`config.mk`:
```
export PLATFORM = sky130hd
export DESIGN_NAME = cardinal_input_port
export DESIGN_NICKNAME = d
export VERILOG_FILES = /design/src/rtl/cardinal_input_port.sv
export SDC_FILE = /design/constraint.sdc
export NUM_CORES = 1
export LEC_CHECK = 0
export CAP_MARGIN = 10
export CORE_MARGIN = 4
export CORE_UTILIZATION = 54
export DETAILED_ROUTE_END_ITERATION = 6
export GPL_TIMING_DRIVEN = 0
export PLACE_DENSITY = 0.88
export SLEW_MARGIN = 5
export SYNTH_ARGS = -nofsm -noshare
export SYNTH_HDL_FRONTEND = slang
export SYNTH_SLANG_ARGS = --single-unit
export TNS_END_PERCENT = 30
```
`constraint.sdc`:
```
create_clock -name clk -period 6.8 [get_ports clk]
set_input_delay 1.36 -clock clk [delete_from_list [all_inputs] [get_ports clk]]
set_output_delay 1.36 -clock clk [all_outputs]
set_load 0.03 [all_outputs]
```
`src/rtl/cardinal_input_port.sv`:
```
// Ring-router input port: two single-entry virtual channels written and
// forwarded on opposite phases of the router-wide polarity signal.
module cardinal_input_port #(
  parameter int HOP_LSB = 48,
  parameter int DIR_BIT = 62
) (
  input  logic        clk,
  input  logic        reset,
  input  logic        polarity,
  input  logic        si,
  output logic        ri,
  input  logic [63:0] di,
  output logic        req_cw,
  output logic        req_ccw,
  output logic        req_pe,
  input  logic        gnt,
  output logic [63:0] dout,
  output logic [1:0]  vc_full
);

  logic [1:0]  full_q, full_d;
  logic [63:0] vc0_q, vc0_d;
  logic [63:0] vc1_q, vc1_d;

  logic        fwd_vc;
  logic        fwd_full;
  logic [63:0] fwd_data;
  logic [7:0]  fwd_hop;
  logic        fwd_dir;
  logic        accept;
  logic        any_req;

  // The forwarding VC is always the one not being written this phase.
  always_comb begin
    fwd_vc   = ~polarity;
    fwd_full = full_q[fwd_vc];
    fwd_data = fwd_vc ? vc1_q : vc0_q;
    fwd_hop  = fwd_data[HOP_LSB +: 8];
    fwd_dir  = fwd_data[DIR_BIT];
    ri       = ~full_q[polarity];
    accept   = si & ri;
  end

  always_comb begin
    req_cw  = 1'b0;
    req_ccw = 1'b0;
    req_pe  = 1'b0;
    dout    = '0;
    if (fwd_full) begin
      dout = fwd_data;
      if (fwd_hop == 8'd0) begin
        req_pe = 1'b1;
      end else begin
        dout[HOP_LSB +: 8] = fwd_hop - 8'd1;
        if (fwd_dir) req_ccw = 1'b1;
        else         req_cw  = 1'b1;
      end
    end
    any_req = req_cw | req_ccw | req_pe;
  end

  // Write and grant-clear target different VCs, so both can apply together.
  always_comb begin
    full_d = full_q;
    vc0_d  = vc0_q;
    vc1_d  = vc1_q;
    if (accept) begin
      full_d[polarity] = 1'b1;
      if (polarity) vc1_d = di;
      else          vc0_d = di;
    end
    if (gnt && any_req) begin
      full_d[fwd_vc] = 1'b0;
    end
  end

  always_ff @(posedge clk or negedge reset) begin
    if (!reset) begin
      full_q <= '0;
      vc0_q  <= '0;
      vc1_q  <= '0;
    end else begin
      full_q <= full_d;
      vc0_q  <= vc0_d;
      vc1_q  <= vc1_d;
    end
  end

  assign vc_full = full_q;

endmodule

```
# --- Word-level counts from Yosys, hierarchy flattened ---
# Index checks and enable logic that the tools add are counted.
totals:
  inputBits: 69
  latchBits: 0
  elab_cells: 43
  ram_bits: 0
  n_memories: 0
  register_bits: 130
  out_inout_bits: 70
  rom_bits: 0
op_classes:
  eq_ne: 0
  muxes: 21
  reduce_logical: 6
  addsub: 1
  n_bitwise: 8
  mul: 0
  n_div: 0
  magnitude_cmp: 4
  shifts: 0
ops:
  columns: ["op", "n"]
  rows:
  - ["$mux 64", 2]
  - ["$mux 1", 14]
  - ["$logic_not 8->1", 1]
  - ["$mux 8", 1]
  - ["$sub 8x1->8 const B", 1]
  - ["$lt 1x2->1 const B", 2]
  - ["$mux 2", 2]
  - ["$reduce_and 2->1", 2]
  - ["$logic_and 1x1->1", 3]
  - ["$and 2x2->2", 1]
  - ["$demux 1 s1", 2]
  - ["$ge 1x1->1 const B", 2]
  - ["$not 1->1", 2]
  - ["$not 2->2", 1]
  - ["$or 1x1->1", 2]
  - ["$or 2x2->2", 1]
  - ["$and 1x1->1", 1]

# --- Logic depth before layout (Yosys ltp) ---
# Gate-level depths: netlist (run 1).
depth:
  ltp_word: 8
  mapped_depth: 8
  ltp_nobuf: 6

# --- Least setup slack after synthesis (run 1) ---
# Ideal clock, no wire load.
synth_timing:
  path_type: "input to output"
  start: "input polarity"
  end: "output dout[52]"
  path_stages: 8
  arrival_ps: 3356
  required_ps: 5440
  n_path_buf: 2
  setup_slack_ps: 2084
  cell_sequence: "buf_6 > buf_6 > mux2i_2 > ha_1 > nor2b_1 > a21oi_1 > or3b_2 > a31oi_1"
synth_via:
  elab_chain_cells: 4
  word_cells_on_any_way: 7
  classes_between: "add/sub: 1; mux: 5; reduce/logical: 1"
synth_lines:
  columns: ["item", "line_no", "rtl"]
  rows:
  - ["start, declared", "9", "input logic polarity,"]
  - ["$mux 64", "37", "fwd_data = fwd_vc ? vc1_q : vc0_q;"]
  - ["$sub 8x1->8 or $logic_not 8->1 (tied branches)", "54, 51", null]
  - ["$mux 8", "51", "if (fwd_hop == 8'd0) begin"]
  - ["$mux 64 (*)", "49", "if (fwd_full) begin"]
  - ["end, declared", "17", "output logic [63:0] dout,"]
# Every way passes the cells marked *; elsewhere a longest branch is shown, timed or not. The select of a mux whose other input is x is not followed.

# --- Final worst setup path (run 1) ---
# Same ends and word-level chain as after synthesis.

==> parameters.txt, run 1 <==
Parameter                              Value

Setup path
  Critical-path cell with the highest stage delay ... clkdlybuf4s50_1
  CP Max Fanout ... 10
  Reg2Reg Depth ... 4
  Buffering stage count on the worst path with inverters included ... 3
  Crit path DAT ... 3980 ps
  Crit path capture type ... output pin
  Element type at the critical path start ... input pin
  Family with the most delay on the worst path ... buffers and inverters
  Most numerous cell on the critical path ... buf_6
  Required time worst endpoint ... 5440 ps
  Delay of the slowest critical-path stage ... 710 ps
  Worst reg-to-reg setup slack ... 5070 ps
  Crit Reg-Reg Startpoint ... vc_full[0]
  Endpoint of the lowest-slack register-to-register path ... vc0_q[49]
  Ordered cell list for the critical path ... buf_6 > buf_6 > mux2i_2 > ha_1 > nor2b_1 > a21oi_1 > or3b_2 > a31oi_1 > clkdlybuf4s50_1
  Path type of the worst setup path ... input pin to output pin

Global routing
  GRT Overall Usage ... 0.2294
  First-pass GRT wire length ... 23.20 mm
  Pin count of the biggest net entering global routing ... 69
  Vias in the first global route ... 4,619
  Initial antenna violation count ... 0
  Remaining Overflow, GRT ... 0
  Met2 GRT Util ... 0.3962
  Global routing's busiest layer ... met2
  Met1 track demand over resource in global routing ... 0.2808
  Global-route track usage on met3 ... 0.06844

Synthesis
  Async S/R FF share, synth ... 1.000
  Share of the yosys chip area belonging to registers ... 0.5375
  EDFF count, synth ... 0
  Xor and xnor fraction of the mapped netlist area ... 0.002894
  Synthesized instance count ... 458
  Combinational family with the most area after synthesis ... multiplexers
  Leading register cell type out of synthesis ... dfrtp_1
  Number of warnings issued by yosys ... 0
  Number of nets in the synthesized netlist ... 528
  Simple-gate portion of the synthesized area ... 0.06264
  #FFs+latches synth ... 130
  Complex-gate fraction of the synthesized area ... 0.01964
  Synth unique cells ... 33
  Post-Syn Area per Cell ... 13.21 µm²
  Cell Area, Synth ... 6052 µm²
  Multiplexer area fraction after synthesis ... 0.3490
  Post-Synth Adder-Cell Area ... 0.002067

Cells and area
  Number of inserted filler cells in the final layout ... 705
  Area of the multi-input gates ... 2640 µm²
  Share of the core filled with cells ... 0.7539
  Fraction of final layout cells sized beyond drive strength 1 ... 0.3115
  Area grow syn2layout ... 35.62%
  # nets final ... 685
  Post-route cell area ... 8208 µm²
  Storage element area ... 3253 µm²
  Antenna diode instance count ... 0

Floorplanning
  Count of boundary I/O pins ... 139
  Die width ... 113.9 µm
  Number of standard-cell rows in the floorplan ... 38
  Initial Util ... 0.5558
  Die height ... 113.9 µm
  Area enclosed by the die boundary ... 12,970 µm²
  Placeable core area ... 10,890 µm²

Clocking
  CTS H-tree lvls ... 4
  CTS tree ... done
  Clk_lat worst skew ... 510 ps
  Reg clk slew, reported paths ... 50 ps
  Cts bufs inserted ... 17
  Maximum clock insertion buffer count ... 2
  Post-CTS setup buffers ... 0
  Number of sinks driven by the clock tree ... 130
  Cells resized by post-CTS repair ... 0
  Buffer cell driving the clock tree root ... clkbuf_8
  Post-cts hold buffer count ... 0

STA
  RSZ-0062 raised after global routing ... false
  Final setup skew ... 7.051 ps
  Final hold violations ... 0
  Post-layout minimum cycle time ... 5337 ps
  Period Utilization, post-route ... 0.7849
  Final setup viols ... 0
  Headroom to the max-slew limit ... 0.4727
  Highest attainable clock frequency ... 187.4 MHz
  Final slew viol count ... 0
  Transition at the pin with the smallest max-transition slack ... 769.0 ps

Power
  Highest ir drop seen on vdd ... 0.1890 mV
  Clk pwr share ... 0.314
  Leakage power total ... 3.564 nW
  Sequential group share of total power ... 0.382
  Fraction of power spent switching nets ... 0.3069
  Total power after layout ... 2.825 mW
  Power per standard cell area ... 344.2 nW/µm²
  Proportion of power drawn by combinational gates ... 0.304
  Switching Power ... 0.8671 mW
  Cell Int Power ... 1.958 mW

Detailed routing
  Via count normalized by instance count ... 5.415
  Total via count after detailed routing ... 4,148
  Aggregate routed wire length ... 14.23 mm
  DRC viols ... 0
  Iteration count of the initial detailed-routing pass ... 5
  Antenna violation net count after detailed routing ... 0
  Detailed Route Iter0 Violations ... 173
  Post-detailed-route wirelength per cell ... 18.57 µm

Worst hold path
  Hold WC Path Type ... register to register
  Hold Crit Endpoint ... vc1_q[43]
  Critical hold path startpoint ... vc1_q[43]
  Hold-critical path depth ... 1

Flow run
  Max cap viols ... 0

Placement
  Placer congestion estimate ... 0.8349
  HPWL Detailed ... 10.02 mm
  Instance area at placement ... 7627 µm²
  Buffers added on ports ... 137

Run status
  Status ... finished clean
==> area by class of cell <==
class,instances,share of cell area
tap,140,0.02134
timing repair buffer,138,0.1706
buffer,28,0.01799
sequential,130,0.3963
inverter,3,0.001372
multi-input combinational,297,0.3216
clock inverter,10,0.01646
clock buffer,20,0.05427
==> cell families after synthesis <==
| kind of cell | after synthesis |
|---|---|
| muxes | 193 |
| AOI/OAI and AO/OA | 18 |
| DFF | 130 |
| buffers and inverters | 31 |
| xor gates and xnor gates | 2 |
| and+or+nand+nor | 83 |
| adders and majority gates | 1 |
==> power groups by stage <==
stage / clock [mW] / sequential (mW) / combinational [mW]
3_3_place_gp: 0 / 1.07 / 0.831
6_report: 0.887 / 1.08 / 0.859
4_1_cts: 0.903 / 1.08 / 0.869
5_1_grt: 0.938 / 1.10 / 0.920
3_5_place_dp: 0 / 1.09 / 0.858
2_1_floorplan: 0 / 1.05 / 0.548
==> layer usage <==
layer,up-vias,share of wire
li1,1930,-
met1,2084,0.41
met5,-,0
met2,122,0.51
met4,0,0.0089
met3,12,0.068
==> Yosys cell counts, types with 2 or more instances <==
library cell,instances,area [µm²]
dfrtp_1,130,3253
nand3_2,2,20.02
a21oi_1,5,25.02
mux2_2,128,1441
mux2i_1,62,620.6
o21a_1,3,22.52
inv_1,3,11.26
buf_6,2,22.52
nor3_1,7,35.03
xnor2_1,2,17.52
mux2i_2,2,27.53
buf_2,22,110.1
clkbuf_1,4,15.01
o21ai_0,4,20.02
nor2_1,64,240.2
==> how the worst max path moves through the flow <==
stage	slack, ps	end	depth (start not counted)	start
floorplan	2080	dout[52]	8	polarity
global placement	-400	vc0_q[30]	1	reset
detailed placement	1500	dout[52]	9	polarity
CTS	1480	dout[52]	9	polarity
global route	1410	dout[52]	9	polarity
finish	1460	dout[52]	9	polarity
==> cells in the final DEF (no fill, tap or decap), drive strengths merged, types with 2 or more instances in the layout <==
cell type,instances
a21oi,5
buf,26
bufinv,3
clkbuf,24
clkdlybuf4s50,136
clkinv,3
clkinvlp,4
dfrtp,130
inv,3
mux2,128
mux2i,65
nand3,3
nor2,64
nor3,7
o211ai,2
o21a,3
o21ai,4
xnor2,2
==> through the flow <==
stage / setup TNS, ps / instances / setup slack, ps / hold WS, ps
2_1_floorplan: 0 / 458 / 2084 / 478.6
3_3_place_gp: -51550 / 735 / -404.0 / 485.7
3_5_place_dp: 0 / 736 / 1496 / 492.9
4_1_cts: 0 / 766 / 1476 / 505.1
5_1_grt: 0 / 766 / 1412 / 510.3
6_report: 0 / 766 / 1463 / 501.0
==> worst register-to-register path, stage by stage, from the launching register on <==
cell and delay (ps):
dfrtp_1 430, nor3b_1 190, buf_2 290, buf_2 320, mux2_2 380
==> registers in the layout, indices dropped and copies added (netlist names) <==
| name | flops |
|---|---|
| vc_full | 2 |
| vc1_q | 64 |
| vc0_q | 64 |
(Power assumes the default switching activity.)
==> run 2, diff against run 1 <==
--- a/config.mk
+++ b/config.mk
@@ -7,10 +7,10 @@
 export LEC_CHECK = 0
 export CAP_MARGIN = 10
 export CORE_MARGIN = 4
-export CORE_UTILIZATION = 54
+export CORE_UTILIZATION = 50
 export DETAILED_ROUTE_END_ITERATION = 6
 export GPL_TIMING_DRIVEN = 0
-export PLACE_DENSITY = 0.88
+export PLACE_DENSITY = 0.83
 export SLEW_MARGIN = 5
 export SYNTH_ARGS = -nofsm -noshare
 export SYNTH_HDL_FRONTEND = slang
==> constraint.sdc (replaced) <==
create_clock -name clk -period 5.2 [get_ports clk]
set_input_delay 1.04 -clock clk [delete_from_list [all_inputs] [get_ports clk]]
set_output_delay 1.04 -clock clk [all_outputs]
set_load 0.03 [all_outputs]
==> run 2 against run 1 <==
- core utilization down 4.9 points
- critical path type unchanged
- combinational power up 29%
- highest routed layer unchanged
- largest cell class unchanged
- sequential share of layout area increased by 0.097 points
==> parameters.txt, run 2 (synthesized netlist as in run 1, its figures left out) <==
Parameter                              Value

Cells and area
  # nets final ... 685 (unchanged)
  Share of the core filled with cells ... 0.7050 (-0.04883)
  Antenna diode instance count ... 0 (unchanged)
  Post-route cell area ... 8188 µm² (-0.24%)
  Number of standard cells in the layout, taps in and fillers out ... 770 (+0.52%)
  Leading cell type in the layout, fill and taps excluded ... clkdlybuf4s50_1
  Fraction of final layout cells sized beyond drive strength 1 ... 0.3030 (-0.008471)
  Most frequent cells in the layout ... clkdlybuf4s50_1 (136), dfrtp_1 (130), mux2_2 (128)
  Area grow syn2layout ... 35.29%

STA
  Setup WS post-layout ... 510.2 ps (-952.8 ps)
  Fin Setup TNS ... 0 ps (unchanged)
  Final setup skew ... 6.247 ps (-0.8038 ps)
  Post-layout minimum cycle time ... 4690 ps
  Transition at the pin with the smallest max-transition slack ... 677.7 ps (-91.32 ps)
  Final slew viol count ... 0 (unchanged)
  Final hold violations ... 0 (unchanged)
  RSZ-0062 raised after global routing ... false
  Highest attainable clock frequency ... 213.2 MHz
  Final setup viols ... 0 (unchanged)
  Period Utilization, post-route ... 0.9019
  Headroom to the max-slew limit ... 0.5353 (+0.06262)
  Smallest hold slack ... 500.2 ps (-0.8410 ps)

Worst hold path
  Hold WC Path Type ... register to register

Setup path
  Crit path DAT ... 3650 ps (-330 ps)
  Element type at the critical path start ... input pin
  Delay of the slowest critical-path stage ... 710 ps (about the same)
  Required time worst endpoint ... 4160 ps (-1280 ps)
  Family with the most delay on the worst path ... buffers and inverters
  Crit path capture type ... output pin
  Buffering stage count on the worst path with inverters included ... 3 (unchanged)
  Most numerous cell on the critical path ... buf_6
  Path type of the worst setup path ... input pin to output pin
  Ordered cell list for the critical path ... buf_6 > buf_6 > mux2i_2 > ha_1 > nor2b_1 > a21oi_1 > or3b_2 > a31oi_1 > clkdlybuf4s50_1
  Critical-path cell with the highest stage delay ... clkdlybuf4s50_1
  CP Max Fanout ... 10 (unchanged)

Clocking
  CTS H-tree lvls ... 4 (unchanged)
  Buffer cell driving the clock tree root ... clkbuf_16
  Cells resized by post-CTS repair ... 0 (unchanged)
  Clk_lat worst skew ... 400 ps (-110 ps)
  Post-CTS setup buffers ... 0 (unchanged)
  CTS tree ... done
  Reg clk slew, reported paths ... 50 ps (about the same)
  Cts bufs inserted ... 17 (unchanged)
  Post-cts hold buffer count ... 0 (unchanged)
  Maximum clock insertion buffer count ... 2 (unchanged)
  Number of sinks driven by the clock tree ... 130 (unchanged)

Detailed routing
  Post-detailed-route wirelength per cell ... 17.68 µm (-4.8%)
  Antenna violation net count after detailed routing ... 0 (unchanged)
  Aggregate routed wire length ... 13.61 mm (-4.3%)
  Total via count after detailed routing ... 4,097 (-1.2%)
  DRC viols ... 0 (unchanged)
  Detailed Route Iter0 Violations ... 217 (+25%)
  Iteration count of the initial detailed-routing pass ... 4 (-1)
  Via count normalized by instance count ... 5.321 (-1.7%)

Global routing
  Pin count of the biggest net entering global routing ... 101 (+46%)
  GRT Overall Usage ... 0.2004 (-0.02899)
  Remaining Overflow, GRT ... 0 (unchanged)
  Initial antenna violation count ... 0 (unchanged)
  First-pass GRT wire length ... 22.29 mm (-3.9%)
  Vias in the first global route ... 4,505 (-2.5%)

Placement
  Placer congestion estimate ... 0.8095 (-3.0%)
  HPWL Detailed ... 9.791 mm (-2.3%)
  Instance area at placement ... 7631 µm² (about the same)
  Buffers added on ports ... 137 (unchanged)
  Number of placed instances with taps included ... 739 (+0.41%)
  Worst slack, placed ... 571.9 ps (-924.4 ps)

Power
  Power per standard cell area ... 443.6 nW/µm² (+29%)
  Leakage power total ... 3.558 nW (-0.18%)
  Total power after layout ... 3.632 mW (+29%)
  Highest ir drop seen on vdd ... 0.2600 mV (+38%)

Flow run
  Max cap viols ... 0 (unchanged)

Floorplanning
  Area enclosed by the die boundary ... 13,930 µm² (+7.4%)
  Placeable core area ... 11,610 µm² (+6.7%)
  Die height ... 118.0 µm (+3.6%)
  Number of standard-cell rows in the floorplan ... 39 (+2.6%)
  Initial Util ... 0.5211 (-0.03473)
  Die width ... 118.0 µm (+3.6%)
  Count of boundary I/O pins ... 139 (unchanged)

Run status
  Status ... finished clean
[run 2: cell count changes in the layout (fill, tap and decap cells not counted), sizes merged]
cell	previous run	this run
clkbuf	24	30
clkinvlp	4	1
bufinv	3	2
clkinv	3	2
[run 2: layout make-up]
class                   instances  area, µm²
flip-flops and latches        130       3253
multi-input cells             297       2640
clock inverters                 5      77.57
plain buffers                  28      147.6
repair buffers                138       1400
clock buffers                  26      479.2
well taps                     143      178.9
inverters                       3      11.26
fillers                       834       3426
[run 2: path summary, 6_finish.rpt]
kind | start | endpoint | slack [ps] | cells after the start
hold reg to reg | vc1_q[44] | vc1_q[44] | 500 | 1
max in group asynchronous | reset | vc1_q[55] | 3900 | 2
hold / removal | vc1_q[44] | vc1_q[44] | 500 | 1
setup / recovery | polarity | dout[52] | 510 | 9
setup reg to reg | vc_full[0] | vc0_q[52] | 3460 | 4
min in group asynchronous | reset | vc0_q[28] | 520 | 1
[run 2: power breakdown]
| part | total, mW | internal, mW | leakage [nW] | switching (mW) |
|---|---|---|---|---|
| Combinational | 1.11 | 0.551 | 1.75 | 0.560 |
| Clock | 1.12 | 0.726 | 0.268 | 0.390 |
| Sequential | 1.40 | 1.26 | 1.54 | 0.142 |
[run 2: worst reg2reg max path, stage by stage (launching register included)]
cell and delay, ps:
dfrtp_1 450, nor3b_1 190, buf_2 270, buf_2 330, mux2_2 380
[run 2: routing by layer]
layer  GRT usage  wire, µm  up-vias
met4     0.07106       172        0
met5           0         0        -
li1            -         -     1929
met2      0.3342      6854      127
met3     0.07160       947       17
met1      0.2401      5638     2024
